<file path="src/rtl/shift_stage_pkg.sv">
// ------------------------------------------------------------------
// shift_stage_pkg : control codes, entry record and capture helper
// Rev 1.0
// ------------------------------------------------------------------
`default_nettype none

package shift_stage_pkg;

    localparam int SHIFT_DATA_W = 16;
    localparam int SHIFT_RD_W   = 3;

    localparam logic [1:0] SHIFT_CTRL_PASS = 2'b00;
    localparam logic [1:0] SHIFT_CTRL_SLL  = 2'b01;
    localparam logic [1:0] SHIFT_CTRL_SRL  = 2'b11;
    localparam logic [1:0] SHIFT_CTRL_RSVD = 2'b10;

    typedef struct packed {
        logic                    valid;
        logic [SHIFT_DATA_W-1:0] result;
        logic [SHIFT_RD_W-1:0]   rd;
        logic                    illegal;
`ifdef SHIFT_STAGE_ZERO_FLAG_EN
        logic                    zero;
`endif
    } entry_t;

    // The reserved code leaves the shifter output stale, so it is replaced by zero.
    function automatic entry_t make_entry(input logic [1:0]              ctrl,
                                          input logic [SHIFT_DATA_W-1:0] result,
                                          input logic [SHIFT_RD_W-1:0]   rd);
        entry_t e;
        e       = '0;
        e.valid = 1'b1;
        e.rd    = rd;
        case (ctrl)
            SHIFT_CTRL_PASS, SHIFT_CTRL_SLL, SHIFT_CTRL_SRL: begin
                e.result  = result;
                e.illegal = 1'b0;
            end
            SHIFT_CTRL_RSVD: begin
                e.result  = '0;
                e.illegal = 1'b1;
            end
            default: begin
                e.result  = '0;
                e.illegal = 1'b1;
            end
        endcase
`ifdef SHIFT_STAGE_ZERO_FLAG_EN
        e.zero = (e.result == '0);
`endif
        return e;
    endfunction

endpackage

`default_nettype wire

</file>
<file path="src/rtl/shift_result_stage_sat_counter.sv">
// ------------------------------------------------------------------
// sat_counter : W-bit up counter that sticks at its maximum value
// Rev 1.0
// ------------------------------------------------------------------
`default_nettype none

module sat_counter #(
    parameter int W = 8
) (
    input  logic         clk,
    input  logic         rst_n,
    input  logic         inc,
    output logic [W-1:0] count
);

    logic [W-1:0] count_q;
    logic [W-1:0] count_d;

    always_comb begin
        count_d = count_q;
        if (inc && (count_q != {W{1'b1}})) begin
            count_d = count_q + {{(W-1){1'b0}}, 1'b1};
        end
    end

    always_ff @(posedge clk or negedge rst_n) begin
        if (!rst_n) begin
            count_q <= '0;
        end else begin
            count_q <= count_d;
        end
    end

    assign count = count_q;

endmodule

`default_nettype wire

</file>
<file path="src/rtl/shift_result_stage.sv">
// ------------------------------------------------------------------
// shift_result_stage : 2-entry skid-buffered register stage after the shifter.
// Optional out_zero flag under SHIFT_STAGE_ZERO_FLAG_EN.  Rev 1.0
// ------------------------------------------------------------------
`default_nettype none

module shift_result_stage
    import shift_stage_pkg::*;
#(
    parameter int DATA_W = SHIFT_DATA_W,
    parameter int RD_W   = SHIFT_RD_W,
    parameter int CNT_W  = 8
) (
    input  logic              clk,
    input  logic              rst_n,
    input  logic              flush,
    input  logic              in_valid,
    output logic              in_ready,
    input  logic [DATA_W-1:0] in_result,
    input  logic [1:0]        in_shift_ctrl,
    input  logic [RD_W-1:0]   in_rd,
    output logic              out_valid,
    input  logic              out_ready,
    output logic [DATA_W-1:0] out_result,
    output logic [RD_W-1:0]   out_rd,
    output logic              out_illegal,
`ifdef SHIFT_STAGE_ZERO_FLAG_EN
    output logic              out_zero,
`endif
    output logic [CNT_W-1:0]  illegal_cnt
);

    entry_t head_q, head_d;
    entry_t skid_q, skid_d;
    entry_t new_entry;
    logic   in_ready_q, in_ready_d;
    logic   accept;
    logic   pop;

    assign new_entry = make_entry(in_shift_ctrl, in_result, in_rd);
    assign accept    = in_valid & in_ready_q;
    assign pop       = head_q.valid & out_ready;

    // in_ready is registered and equals "skid empty" after every edge.
    always_comb begin
        head_d     = head_q;
        skid_d     = skid_q;
        in_ready_d = in_ready_q;
        if (flush) begin
            head_d.valid = 1'b0;
            skid_d.valid = 1'b0;
            in_ready_d   = 1'b1;
        end else if (!skid_q.valid) begin
            if (accept && (!head_q.valid || pop)) begin
                head_d = new_entry;
            end else if (accept) begin
                skid_d     = new_entry;
                in_ready_d = 1'b0;
            end else if (pop) begin
                head_d.valid = 1'b0;
            end
        end else if (pop) begin
            head_d       = skid_q;
            skid_d.valid = 1'b0;
            in_ready_d   = 1'b1;
        end
    end

    always_ff @(posedge clk or negedge rst_n) begin
        if (!rst_n) begin
            head_q     <= '0;
            skid_q     <= '0;
            in_ready_q <= 1'b1;
        end else begin
            head_q     <= head_d;
            skid_q     <= skid_d;
            in_ready_q <= in_ready_d;
        end
    end

    sat_counter #(
        .W (CNT_W)
    ) u_illegal_cnt (
        .clk   (clk),
        .rst_n (rst_n),
        .inc   (accept & new_entry.illegal & ~flush),
        .count (illegal_cnt)
    );

    assign in_ready    = in_ready_q;
    assign out_valid   = head_q.valid;
    assign out_result  = head_q.result;
    assign out_rd      = head_q.rd;
    assign out_illegal = head_q.illegal;
`ifdef SHIFT_STAGE_ZERO_FLAG_EN
    assign out_zero    = head_q.zero;
`endif

endmodule

`default_nettype wire

</file>
<file path="config.mk">
export PLATFORM = sky130hd
export DESIGN_NAME = shift_result_stage
export DESIGN_NICKNAME = d
export VERILOG_FILES = /design/src/rtl/shift_stage_pkg.sv /design/src/rtl/shift_result_stage_sat_counter.sv /design/src/rtl/shift_result_stage.sv
export SDC_FILE = /design/constraint.sdc
export NUM_CORES = 1
export LEC_CHECK = 0
export CORE_ASPECT_RATIO = 0.75
export CORE_UTILIZATION = 44
export DETAILED_ROUTE_END_ITERATION = 12
export HOLD_SLACK_MARGIN = 0.08
export PLACE_DENSITY = 0.82
export SLEW_MARGIN = 20
export SYNTH_ARGS = -nofsm -noshare
export SYNTH_HDL_FRONTEND = slang
export SYNTH_SLANG_ARGS = --single-unit
</file>
<file path="constraint.sdc">
create_clock -name clk -period 1.6 [get_ports clk]
set_input_delay 0.16 -clock clk [delete_from_list [all_inputs] [get_ports clk]]
set_output_delay 0.16 -clock clk [all_outputs]
set_load 0.005 [all_outputs]
</file>
==> impl_metrics.ini, run 1 <==
[yosys]
syn_avg_cell_area_um2 = 10.3
synth.cell_area_um2 = 2320
ys_ff_latch = 51
synth_nets = 252
synth-main-ff-cell = dfrtp_1
netlist-cell-type-count = 37
yosysSeqAreaShare_pct = 55.1
synth_top_area_share_pct = 53.9
ys_warn_count = 0
synth_edf_count = 0
syn_inst = 225
synth_top_area_cell = dfrtp_1
ys_async_sr_fraction_pct = 100
yosys-top-cells-area = dfrtp_1 (54%), nand2_1 (9.1%), o211ai_1 (5.2%)

[power_and_ir_drop]
switching_share_pct = 29.0
power_switching_uw = 1150
p_per_area_nw_per_um2 = 1100
seq_power_share_pct = 46.8
leakage_uw = 0.00157
power.internal_uw = 2810
p_clk_share_pct = 19.5
share_comb_of_total_power_pct = 33.7
ir_drop_v = 0.000533

[floorplan]
coreArea_um2 = 4980
pin_count = 56
start_util_pct = 46.6
die_height_um = 64.9
die_w_um = 85.8
dieArea_um2 = 5570
core.rowCount = 22

[critical_path]
crit_type = flip-flop to flip-flop
slowest_delay_ns = 0.58
worstPathMaxFanout = 7
start_kind = flip-flop
cp.required_ns = 1.80
slowest_stage = dfstp_2
path_cells = nand3b_4 > or3b_4 > buf_12 > mux2_4
reg2reg_depth = 4
path_buf_inv = 1
worstSetupEndpointType = flip-flop
crit_cells = 4
crit_arrival_ns = 1.88
critPathTopFamily = flip-flops

[global_route]
grt_max_degree = 41
overflow = 0
grt_pass1_wl_um = 9000
grt_antenna_before_repair = 0
track_usage_pct = 21.2
grt_pass1_vias = 1933

[clock_tree]
cts_tree = built
htreeDepth = 2
clockBufferDepth = 2
clk_latency_ns = 0.30
clkTransAtPathRegs_ns = 0.09
cts_sinks = 51
cts-root-buf = clkbuf_8
cts_buffers = 5

[routing]
vias = 2052
wl_per_cell_um = 15.6
drc_errors = 0
drt_iter0_markers = 91
drtPass1Iterations = 6
routed_wl_um = 6100
antenna_left = 0
vias_per_cell = 5.25

[place]
place.port_buffers = 55
place_inst = 373
pre_cts_ws_ns = -0.238
hpwl_um = 3630
gp_congestion = 0.769

[outcome]
status = finished with violations
violations = negative setup slack

[sta]
period_needed_ns = 1.68
setup_ws_ns = -0.0792
report.final.slew_viol_count = 0
tightest_slew_ns = 0.504
finalClockSkew_ns = 0.00656
setup_viol = 32
fmax_mhz = 596
finalHoldViolCount = 0
maxSlewHeadroom_pct = 66.4
finalCritPeriodShare_pct = 105
rsz0062_at_grt = true

[layout]
regArea_um2 = 1280
area_delta_synth_final_pct = 55.9
fin_util_pct = 72.6
drive_above_1_share_pct = 28.5
multi_input_area_um2 = 1090
final_nets = 345
nFillCells = 346
final_cells = 391
antenna_cells = 0

[job]
cap_violations = 0

[min_path]
hold_path.class = input pin to asynchronous set/reset pin
## flip-flops by register name, indices dropped and copies added (netlist names)
register and cells:
skid_q 21, u_illegal_cnt.count 8, out_illegal 1, out_rd 3
out_valid 1, in_ready 1, out_result 16
## cell usage after synthesis, drive strengths merged (2+ instances only)
cell,instances
a21oi,10
nor2,5
dfrtp,50
buf,8
and3,4
clkbuf,7
o21ai,18
mux2i,3
xnor2,2
o21a,16
nand2b,2
o211ai,16
mux2,5
nor3,3
a21boi,2
nand2,56
nand3b,2
## worst register-to-register path: cells and delay by family (launching register included)
kind | cells | cell delay [ns]
and+or+nand+nor | 2 | 0.52
DFF | 1 | 0.58
muxes | 1 | 0.30
buffers and inverters | 1 | 0.17
## cell families (layout without fill, tap and decap cells)
kind of cell	count (synthesis)	count (layout)	share of synthesized area, %
flops	51	51	55.1
simple gates	78	78	15.2
buf+inv	16	110	3.83
compound gates	68	68	20.1
mux	8	8	4.21
xor+xnor	3	3	1.13
fa+ha+maj	1	1	0.539
## layer usage
layer  vias to the layer above  track usage, %  routed length (um)
met3                         2            5.99                 271
met2                        61            33.8                3020
met1                      1014            28.2                2780
li1                        975               -                   -
met4                         0            6.25                  30
met5                         -               0                   0
## per-stage QoR
| stage | hold WS (ns) | TNS (ns) | total power, uW | area, um^2 |
|---|---|---|---|---|
| final | 0.375 | -1.11 | 3960 | 3620 |
| after CTS | 0.370 | -0.735 | 3790 | 3350 |
| after floorplan | -0.136 | -0.0632 | 2280 | 2350 |
| after global placement | 0.148 | -6.55 | 2970 | 3240 |
| after global routing | 0.410 | -3.05 | 4170 | 3620 |
| after detailed placement | 0.150 | -8.40 | 3020 | 3240 |
## what timing repair did
action,CTS,global route
buffers inserted,0,4
gates resized for setup,8,40
hold buffers,1,0
gates cloned,0,5
pin swaps,2,14
endpoints found under the hold margin,19,0
setup endpoints to repair,37,38
## layout by cell type, fill, tap and decap left out, drive strengths merged, types with 2 or more instances in the layout
cell	Yosys	final
o211ai	16	16
xnor2	2	2
clkdlybuf4s50	0	53
nor3	3	3
nor2	5	5
nand2	56	56
and3	4	4
mux2	5	5
clkbuf	7	12
buf	8	41
a21oi	10	10
dfrtp	50	50
o21a	16	16
nand3b	2	2
mux2i	3	3
nand2b	2	2
a21boi	2	2
o21ai	18	18
## power by group through the flow
| stage | registers (uW) | clock network, uW | logic, uW |
|---|---|---|---|
| 3_3_place_gp | 1830 | 0 | 1140 |
| 5_1_grt | 1890 | 840 | 1450 |
| 3_5_place_dp | 1840 | 0 | 1180 |
| 6_report | 1860 | 773 | 1330 |
| 4_1_cts | 1820 | 778 | 1190 |
| 2_1_floorplan | 1840 | 0 | 432 |
## final cells by class
class / count / area share, %
flip-flops and latches: 51 / 35.3
multi-input cells: 158 / 30.1
repair buffers: 101 / 29.4
well taps: 72 / 2.49
clock buffers: 7 / 2.39
clock inverters: 1 / 0.138
inverters: 1 / 0.104
## path summary, 6_finish.rpt
path / end / start / slack [ns]
worst max-delay path: skid_q[2] / in_ready / -0.08
worst min-delay path: out_rd[1] / rst_n / 0.38
worst max register to register: skid_q[2] / in_ready / -0.08
worst min register to register: out_result[0] / out_result[0] / 0.50
max in group asynchronous: in_ready / rst_n / 0.67
min in group clk: skid_q[15] / in_result[11] / 0.43
Power figures use the tool's default switching activity.
==> inputs of run 2 (changes only) <==
ABC_CLOCK_PERIOD_IN_PS = 1600   (was not set)
HOLD_SLACK_MARGIN = 0.02   (was 0.08)
PLACE_DENSITY = 0.8   (was 0.82)
==> run 2 against run 1 <==
The run still ends with negative setup slack left; first-iteration DRC count fell by 11%; power rose by 4.1%; combinational power barely moved; sequential cell count did not move; register-to-register slack barely moved; sequential share of layout area rose by 0.47 points; largest power group unchanged; count of clock-buffer cells in the layout fell by 1; critical endpoint is now u_illegal_cnt.count[6]; global-route usage rose by 0.32 points; die area did not move; critical path depth did not move; routed wire length fell by 7.8%; clock power rose by 19%.
==> impl_metrics.ini, run 2 (synthesized netlist as in run 1, its figures left out) <==
[job]
cap_violations = 0

[clock_tree]
htreeDepth = 2
clockBufferDepth = 2
cts-root-buf = clkbuf_8
cts_sinks = 51
cts_tree = built
cts_buffers = 5
clk_latency_ns = 0.30
clkTransAtPathRegs_ns = 0.09

[layout]
largest_register_ffs = 21
fin_area_um2 = 3570
final_nets = 348
nFillCells = 376
regMostFlops = skid_q
mostFrequentLayoutCells = clkdlybuf4s50_1 (53), dfrtp_1 (50), nand2_1 (48), buf_4 (40)
area_delta_synth_final_pct = 53.8
antenna_cells = 0
fin_util_pct = 71.6
drive_above_1_share_pct = 27.3
final_common_cell = clkdlybuf4s50_1
final_cells = 394

[routing]
wl_per_cell_um = 14.3
drt_iter0_markers = 81
antenna_left = 0
drc_errors = 0
drtPass1Iterations = 4
vias_per_cell = 5.24
vias = 2063
routed_wl_um = 5630

[sta]
fmax_mhz = 594
finalCritPeriodShare_pct = 105
tightest_slew_ns = 0.534
rsz0062_at_grt = true
period_needed_ns = 1.68
setup_ws_ns = -0.0829
maxSlewHeadroom_pct = 64.4
finalClockSkew_ns = 0.00473
finalHoldViolCount = 0
setup_viol = 18
report.final.slew_viol_count = 0

[global_route]
grt_max_degree = 41
overflow = 0
grt_antenna_before_repair = 0
grt_pass1_vias = 1994
track_usage_pct = 21.5
grt_pass1_wl_um = 9160

[floorplan]
pin_count = 56
die_w_um = 85.8
start_util_pct = 46.6
core.rowCount = 22
die_height_um = 64.9
coreArea_um2 = 4980
dieArea_um2 = 5570

[critical_path]
crit_arrival_ns = 1.88
crit_type = flip-flop to flip-flop
worstPathMaxFanout = 4
crit_end = u_illegal_cnt.count[6]
cp.required_ns = 1.79
reg2reg_depth = 4
reg2reg_from = in_ready
r2r_slack_ns = -0.08
critPathLaunch = in_ready
worstSetupEndpointType = flip-flop
rr_endpoint = u_illegal_cnt.count[6]
start_kind = flip-flop

[power_and_ir_drop]
p_clk_share_pct = 22.4
power_switching_uw = 1130
leakage_uw = 0.00155
seq_power_share_pct = 44.8
power.internal_uw = 3000
switching_share_pct = 27.3
p_per_area_nw_per_um2 = 1160
share_comb_of_total_power_pct = 32.8
ir_drop_v = 0.000695

[outcome]
violations = negative setup slack
status = finished with violations

[min_path]
hold_path.class = input pin to asynchronous set/reset pin

[place]
hpwl_um = 3690
pre_cts_ws_ns = -0.258
place_inst = 374
place.port_buffers = 55
placed_area_um2 = 3220
gp_congestion = 0.803
==> run 2: timing repair <==
action | in CTS | in global routing
setup buffers | 7 | 3
hold endpoints to repair | 20 | 0
setup endpoints to repair | 36 | 44
pin swaps | 5 | 14
cloned | 1 | 0
hold buffers | 1 | 0
gates resized for setup | 10 | 30
==> run 2: critical path: stages, from the launching register on <==
cell	delay, ns
dfstp_2	0.60
nand2_2	0.10
or3_4	0.39
nor3_2	0.18
mux2_4	0.31
==> run 2: layout make-up <==
class | instances | area, um^2 | share of cell area, %
Tap cell | 72 | 90.1 | 2.52
Clock inverter | 2 | 35.0 | 0.982
Clock buffer | 6 | 82.6 | 2.31
Timing Repair Buffer | 104 | 993 | 27.8
Sequential cell | 51 | 1280 | 35.8
Inverter | 1 | 3.75 | 0.105
Multi-Input combinational cell | 158 | 1090 | 30.4
==> run 2: layer usage <==
metal / part of all wire [%] / track usage (%) / up-vias
met5: 0 / 0 / -
li1: - / - / 978
met4: 1.3 / 6.88 / 0
met2: 49 / 36.3 / 53
met3: 4.3 / 4.33 / 6
met1: 46 / 28.0 / 1026
==> run 2: per-stage QoR <==
stage	power [uW]	setup TNS [ns]	hold WS [ns]
finish	4130	-0.487	0.356
floorplan	2280	-0.0632	-0.136
global route	4380	-2.58	0.400
CTS	4020	-0.604	0.367
detailed placement	3020	-8.65	0.165
global placement	2960	-7.66	0.167
==> run 2: worst min-delay path by stage <==
stage / endpoint / depth (start not counted)
after floorplan: out_illegal / 0
after global placement: out_rd[0] / 1
after detailed placement: out_rd[1] / 1
after CTS: out_result[1] / 2
after global routing: skid_q[5] / 2
final: out_rd[1] / 2
==> run 2: power groups by stage <==
stage	clock, uW	sequential (uW)	combinational, uW
after floorplan	0	1840	432
after global placement	0	1820	1140
after detailed placement	0	1830	1180
after CTS	941	1810	1260
after global routing	1010	1890	1480
final	923	1850	1350
==> inputs of run 3 (changes only) <==
CORE_MARGIN = 2   (was not set)
==> run 3 against run 2 <==
Non-clock buffer count stayed put; critical path type unchanged; critical path depth is 3 higher; via count is 1.6% higher; setup slack worse by 0.049 ns; critical endpoint is now out_result[4]; the flow still finishes with violations (negative setup slack); die area is 5.5% higher; first-iteration DRC count is 20% higher; combinational power hardly changed; sequential power hardly changed.
==> impl_metrics.ini, run 3 (synthesized netlist as in run 1, its figures left out) <==
[outcome]
status = finished with violations
violations = negative setup slack

[routing]
vias_per_cell = 5.31
vias = 2096
wl_per_cell_um = 16.2
drt_iter0_markers = 97
drtPass1Iterations = 4
drc_errors = 0
routed_wl_um = 6410
antenna_left = 0

[clock_tree]
clockBufferDepth = 2
cts_sinks = 51
cts_buffers = 5
htreeDepth = 2
cts-root-buf = clkbuf_8
clkTransAtPathRegs_ns = 0.09
clk_latency_ns = 0.30
cts_tree = built

[global_route]
gr-usage-met2_pct = 31.8
grt_antenna_before_repair = 0
grt_pass1_vias = 1920
grt_pass1_wl_um = 9060
use_met3_pct = 4.46
grt_max_degree = 52
overflow = 0
track_usage_pct = 20.3
grt.busiest_layer = met2
gr-usage-met1_pct = 27.8

[place]
gp_congestion = 0.794
placed_area_um2 = 3210
hpwl_um = 3810
pre_cts_ws_ns = -0.292
place.port_buffers = 55

[critical_path]
reg2reg_from = in_ready
start_kind = flip-flop
worstSetupEndpointType = flip-flop
cp.required_ns = 1.80
crit_type = flip-flop to flip-flop
worstPathMaxFanout = 7
rr_endpoint = out_result[4]
crit_arrival_ns = 1.93
r2r_slack_ns = -0.13
reg2reg_depth = 7

[floorplan]
start_util_pct = 46.6
coreArea_um2 = 4980
die_w_um = 87.8
pin_count = 56
die_height_um = 66.9
dieArea_um2 = 5870
core.rowCount = 22

[power_and_ir_drop]
seq_power_share_pct = 43.3
power.internal_uw = 3120
switching_share_pct = 26.9
leakage_uw = 0.00160
p_per_area_nw_per_um2 = 1170
ir_drop_v = 0.000830
share_comb_of_total_power_pct = 32.2
p_clk_share_pct = 24.5
power_switching_uw = 1150

[sta]
setup_viol = 24
finalCritPeriodShare_pct = 108
period_needed_ns = 1.73
fmax_mhz = 577
maxSlewHeadroom_pct = 81.1
setup_ws_ns = -0.132
finalClockSkew_ns = 0.00311
tightest_slew_ns = 0.284
fin_tns_setup_ns = -2.28
rsz0062_at_grt = true
finalHoldViolCount = 0
report.final.slew_viol_count = 0

[layout]
drive_above_1_share_pct = 30.3
fin_area_um2 = 3650
final_common_cell = clkdlybuf4s50_1
largest_register_ffs = 21
area_delta_synth_final_pct = 57.5
final_nets = 349
regMostFlops = skid_q
mostFrequentLayoutCells = clkdlybuf4s50_1 (51), dfrtp_1 (50), nand2_1 (41), buf_4 (33)
fin_util_pct = 73.3
antenna_cells = 0

[min_path]
hold_path.class = input pin to asynchronous set/reset pin

[job]
cap_violations = 0
[run 3: power groups by stage]
stage	clock, uW	combinational [uW]	sequential (uW)
2_1_floorplan	0	432	1840
3_3_place_gp	0	1140	1820
3_5_place_dp	0	1180	1830
4_1_cts	1070	1210	1810
5_1_grt	1120	1490	1880
6_report	1050	1370	1840
[run 3: worst max-delay path, cell delays in order (launching register included)]
cell       delay (ns)
dfstp_2          0.59
nand3b_4         0.10
buf_6            0.13
a211oi_4         0.27
buf_6            0.16
clkbuf_16        0.15
o211ai_1         0.09
o21a_1           0.12
[run 3: worst max path at each step]
stage                              to      from  slack [ns]
2_1_floorplan  u_illegal_cnt.count[6]  in_ready       -0.04
3_3_place_gp   u_illegal_cnt.count[6]  in_valid       -0.26
3_5_place_dp               skid_q[13]  in_valid       -0.29
4_1_cts        u_illegal_cnt.count[6]  in_ready       -0.07
5_1_grt                 out_result[5]  in_ready       -0.17
6_report                out_result[4]  in_ready       -0.13
[run 3: stage by stage]
stage	power, uW	std cells	hold slack, ns
after global placement	2960	371	0.169
after global routing	4490	395	0.395
after CTS	4090	382	0.371
after floorplan	2280	225	-0.136
after detailed placement	3010	371	0.171
final	4260	395	0.365
[run 3: repair_timing]
| item | in CTS | in global routing |
|---|---|---|
| hold buffers | 1 | 0 |
| setup endpoints to repair | 38 | 42 |
| buffers inserted | 1 | 8 |
| gates resized for setup | 8 | 49 |
| pin swaps | 6 | 15 |
| gates cloned | 1 | 5 |
| hold endpoints to repair | 50 | 0 |
[run 3: final cells by class]
class / count / area (um^2)
tap: 72 / 90.1
timing repair buffer: 104 / 1060
inverter: 1 / 3.75
clock buffer: 6 / 72.6
clock inverter: 2 / 60.1
multi-input combinational: 159 / 1090
fill: 345 / 1330
sequential: 51 / 1280
[run 3: per-layer routing]
metal / vias to the layer above / share of wire, %
met4: 0 / 1.2
met1: 1040 / 45
met3: 9 / 4.7
li1: 979 / -
met2: 68 / 49
met5: - / 0
